**config.mk**
```make
export PLATFORM = sky130hd
export DESIGN_NAME = vga_mode_scheduler
export DESIGN_NICKNAME = d
export VERILOG_FILES = /design/src/rtl/vga_mode_scheduler.sv
export SDC_FILE = /design/constraint.sdc
export NUM_CORES = 1
export LEC_CHECK = 0
export ABC_AREA = 1
export BUFFER_PORTS_ARGS = -buffer_cell sky130_fd_sc_hd__buf_2
export CORE_MARGIN = 5
export CORE_UTILIZATION = 37
export CTS_CLUSTER_DIAMETER = 80
export DETAILED_ROUTE_END_ITERATION = 10
export PLACE_DENSITY = 0.73
export SLEW_MARGIN = 20
export SYNTH_ARGS = -nofsm -noshare
export SYNTH_HDL_FRONTEND = slang
export SYNTH_SLANG_ARGS = --single-unit
```
**constraint.sdc**
```tcl
create_clock -name clk -period 1.2 [get_ports clk]
set_clock_uncertainty 0.1 [all_clocks]
set_input_delay 0.18 -clock clk [delete_from_list [all_inputs] [get_ports clk]]
set_output_delay 0.18 -clock clk [all_outputs]
set_load 0.05 [all_outputs]
```
**src/rtl/vga_mode_scheduler.sv**
```systemverilog
`default_nettype none
// ============================================================================
// Module   : vga_mode_scheduler
// Brief    : Frame-synchronous test-pattern selector with registered RGB/sync.
//            Optional auto-cycle timer compiled in by macro VGA_SCHED_AUTO_EN.
// Revision : 1.0 - initial release
// ============================================================================
module vga_mode_scheduler #(
    parameter int AUTO_FRAMES = 120,
    parameter int CHECK_SHIFT = 5
) (
    input  logic       clk,
    input  logic       reset,
    input  logic       btn_next,
    input  logic       auto_en,
    input  logic [3:0] sw_red,
    input  logic [3:0] sw_green,
    input  logic [3:0] sw_blue,
    input  logic       DE,
    input  logic [9:0] x_pixel,
    input  logic [9:0] y_pixel,
    input  logic       h_sync_in,
    input  logic       v_sync_in,
    output logic [3:0] r_port,
    output logic [3:0] g_port,
    output logic [3:0] b_port,
    output logic       h_sync,
    output logic       v_sync,
    output logic [1:0] mode
);

    typedef enum logic [0:0] {
        RUN  = 1'b0,
        PEND = 1'b1
    } state_t;

    state_t      state_q, state_d;
    logic        btn_q, vs_q;
    logic [1:0]  mode_q, mode_d;
    logic [11:0] rgb_q, rgb_d;
    logic        hs_q, vso_q;

    logic        w_req, w_fb, w_manual_adv, w_auto_adv;
    logic [2:0]  w_bar;
    logic        w_check;

`ifdef VGA_SCHED_AUTO_EN
    localparam logic [7:0] c_auto_last = 8'(AUTO_FRAMES - 1);
    logic [7:0] frame_cnt_q, frame_cnt_d;
    logic       w_unused;
    assign w_unused = ^{x_pixel, y_pixel};
`else
    logic       w_unused;
    assign w_unused = ^{x_pixel, y_pixel, auto_en, 8'(AUTO_FRAMES)};
`endif

    always_comb begin
        w_req        = btn_next & ~btn_q;
        w_fb         = vs_q & ~v_sync_in;
        // A pending request and a fresh edge in the boundary cycle merge into one step
        w_manual_adv = w_fb & (w_req | (state_q == PEND));

        state_d = state_q;
        if (w_fb) begin
            state_d = RUN;
        end else if (w_req) begin
            state_d = PEND;
        end

        w_auto_adv = 1'b0;
`ifdef VGA_SCHED_AUTO_EN
        frame_cnt_d = frame_cnt_q;
        if (w_fb) begin
            if (!auto_en) begin
                frame_cnt_d = 8'd0;
            end else if (frame_cnt_q == c_auto_last) begin
                w_auto_adv  = 1'b1;
                frame_cnt_d = 8'd0;
            end else begin
                frame_cnt_d = frame_cnt_q + 8'd1;
            end
            if (w_manual_adv) begin
                frame_cnt_d = 8'd0;
            end
        end
`endif

        mode_d = mode_q + {1'b0, (w_manual_adv | w_auto_adv)};

        w_bar   = x_pixel[8:6];
        w_check = x_pixel[CHECK_SHIFT] ^ y_pixel[CHECK_SHIFT];
        case (mode_q)
            2'd0:    rgb_d = {sw_red, sw_green, sw_blue};
            2'd1:    rgb_d = {{4{w_bar[0]}}, {4{w_bar[1]}}, {4{w_bar[2]}}};
            2'd2:    rgb_d = w_check ? 12'hFFF : 12'h000;
            default: rgb_d = {x_pixel[9:6], y_pixel[8:5], sw_blue};
        endcase
        if (!DE) begin
            rgb_d = 12'h000;
        end
    end

    always_ff @(posedge clk or negedge reset) begin
        if (!reset) begin
            state_q     <= RUN;
            btn_q       <= 1'b0;
            vs_q        <= 1'b1;
            mode_q      <= 2'd0;
            rgb_q       <= 12'h000;
            hs_q        <= 1'b1;
            vso_q       <= 1'b1;
`ifdef VGA_SCHED_AUTO_EN
            frame_cnt_q <= 8'd0;
`endif
        end else begin
            state_q     <= state_d;
            btn_q       <= btn_next;
            vs_q        <= v_sync_in;
            mode_q      <= mode_d;
            rgb_q       <= rgb_d;
            hs_q        <= h_sync_in;
            vso_q       <= v_sync_in;
`ifdef VGA_SCHED_AUTO_EN
            frame_cnt_q <= frame_cnt_d;
`endif
        end
    end

    assign r_port = rgb_q[11:8];
    assign g_port = rgb_q[7:4];
    assign b_port = rgb_q[3:0];
    assign h_sync = hs_q;
    assign v_sync = vso_q;
    assign mode   = mode_q;

endmodule
`default_nettype wire

```
==> results.ini <==
[run_status]
outcome=finished, violations left
violations=negative setup slack

[synthesis]
ys_seq_elements=18
synth_area_per_cell_um2=7.978
yosysTopAreaCell=dfrtp_1
syn_nets=149
synth_common_cells=nand2_1, inv_1, dfrtp_1, nor2_1, nand3_1
synth_flop_cell=dfrtp_1
synth.area.top_cells=dfrtp_1, nand2_1, nand3_1
async_flop_share=1.000
syn_inst=109
syn_area_um2=869.6
synth_edf_count=0
yosysSeqAreaShare=0.5209
synth_top_area_frac=0.4604
synth_warnings=0
ys_types=15
synth_most_common_cell=nand2_1

[sta]
min_period_ns=1.327
rsz0062_at_grt=yes
fmax_mhz=753.6
drv_slew=0
layout_setup_ws_ns=-0.1269
relSlewSlack=0.7434
fin_setup_tns_ns=-1.468
worst_slew_pin_slew_ns=0.3850
holdWs_ns=0.04864
hold_violations=0
setup_viol=18
finalCritPeriodShare=1.106

[finish]
drive_gt1_frac=0.5183
final_nets=206
syn2layout_area_growth_pct=67.48
diodes=0
stdcell_count=192

[route]
vias=939
drt-initial-drc-count=22
drc=0
wl_per_cell_um=13.82
wl_mm=2.653
drt_pass1_iterations=4
drt.antenna.violating_nets=0
routed_via_density=4.891

[pwr]
leakage_nw=0.8442
clockPowerShare=0.068
pwr-share-seq=0.228
power_frac_comb=0.704
power_density_mw_per_mm2=2773
p_sw_frac=0.5157
p_sw_mw=2.082
vdd_drop_max_uv=1611
p_int_mw=1.956

[worst_setup_path]
crit_buf_inv=1
critPathSlowestCell=dfstp_2
cpLargestDelayFamily=flip-flops
critPathKind=flip-flop to primary output
arrival_ns=1.05
cp-end-kind=primary output
startpoint_type=flip-flop
max_stage_delay_ns=0.55
cp_max_fo=2
worst_ep_required_time_ns=0.92
crit_chain=clkbuf_4

[run]
cap_violations=0

[clocking]
clock_path_buffers=2
htree_levels=1
path_clk_slew_ns=0.09
clock_latency_ns=0.28
cts_tree=yes
cts.sinks=18
cts_made_buffers=3
root_buffer=clkbuf_4

[placed_design]
gp_congestion=0.7454
port_buffers=42
place_inst=180
hpwl_mm=1.708

[floorplan]
rows=17
chipHeight_um=58.48
io-pin-count=55
coreArea_mm2=0.002233
dieWidth_um=58.48
die_area_mm2=0.003420
initial_utilization=0.3894

[grt]
grt_pass1_wl_mm=4.126
grt_usage=0.1593
grt_pass1_vias=921
antenna_found_initial=0
grt-ovfl-total=0
grt_max_degree=19

[worst_hold_path]
hp-class=input port to flip-flop

## stage by stage
stage | setup WS [ns] | cell area, um^2 | power (mW) | utilization
3_5_place_dp | -0.1146 | 1154 | 2.936 | 0.5165
4_1_cts | -0.1610 | 1369 | 3.700 | 0.6129
3_3_place_gp | -0.07418 | 1154 | 2.880 | 0.5165
6_report | -0.1269 | 1456 | 4.039 | 0.6521
5_1_grt | -0.1888 | 1456 | 4.276 | 0.6521
2_1_floorplan | -0.2415 | 908.4 | 2.494 | -
## layer usage
metal	vias up	global-route usage	wire length [um]
met5	-	0	0
met2	43	0.2711	1459
li1	446	-	-
met3	6	0.02193	150
met4	0	0.09934	61
met1	444	0.1877	981
## sequential cells by signal, indices dropped and copies added (netlist names)
register,flops
h_sync,1
v_sync,1
btn_q,1
state_q,1
rgb_q,12
mode,2
## cells by family after synthesis
group	count (synthesis)	synth area share
flops	18	0.5209
buf+inv	23	0.1165
compound gates	11	0.06619
xor+xnor	1	0.01007
fa+ha+maj	1	0.01439
simple gates	55	0.2720
## power by group through the flow
stage / clock network, mW / registers, mW / logic, mW
after detailed placement: 0 / 0.977 / 1.96
after floorplan: 0 / 1.67 / 0.826
final: 0.275 / 0.920 / 2.84
after global placement: 0 / 0.965 / 1.92
after CTS: 0.286 / 0.912 / 2.50
after global routing: 0.327 / 0.943 / 3.01
## layout make-up
| class | count | area [um^2] |
|---|---|---|
| tap | 28 | 35.03 |
| fill | 189 | 777.0 |
| multi-input combinational | 69 | 473.0 |
| inverter | 21 | 86.33 |
| clock buffer | 3 | 22.52 |
| sequential | 18 | 455.4 |
| timing repair buffer | 53 | 384.1 |
## final timing paths
check                      cells after the start  endpoint  startpoint  slack (ns)
max reg2reg                                    6  rgb_q[8]     mode[0]       -0.11
min                                            3  rgb_q[3]          DE        0.05
min reg2reg                                    2   state_q     state_q        0.47
max in group asynchronous                      2    h_sync       reset        0.43
max                                            1    v_sync      v_sync       -0.13
min in group asynchronous                      2     btn_q       reset        0.26
## worst register-to-register path, cell delays in order, from the launching register on
cell,delay [ns]
dfrtp_2,0.44
buf_12,0.15
nor2_4,0.17
nand3_4,0.14
nand3_1,0.13
nand2_1,0.07
inv_1,0.06
## what timing repair did
action | CTS | global route
endpoints found under the hold margin | 19 | 0
pin swaps | 9 | 14
cloned | 1 | 0
hold buffers | 4 | 0
endpoints found under the setup margin | 18 | 23
gates resized for setup | 26 | 18
buffers inserted | 3 | 1
## cells in the final DEF, fill, tap and decap left out
master / count
buf_12: 2
buf_6: 3
inv_8: 1
buf_8: 3
nand3_2: 9
buf_4: 2
nor2_1: 13
ha_1: 1
nand2_1: 20
nor2_2: 2
a21oi_1: 2
nand2_8: 1
dfstp_2: 2
a21oi_4: 2
a21oi_2: 6
nand3_1: 6
nand2_4: 1
dfrtp_1: 14
inv_2: 2
dlygate4sd3_1: 4
xor2_1: 1
inv_1: 18
dfrtp_2: 2
a21boi_2: 1
clkbuf_4: 9
nor2_4: 2
nand3_4: 2
buf_2: 33
Note: power is estimated with default switching activity, not from simulation.
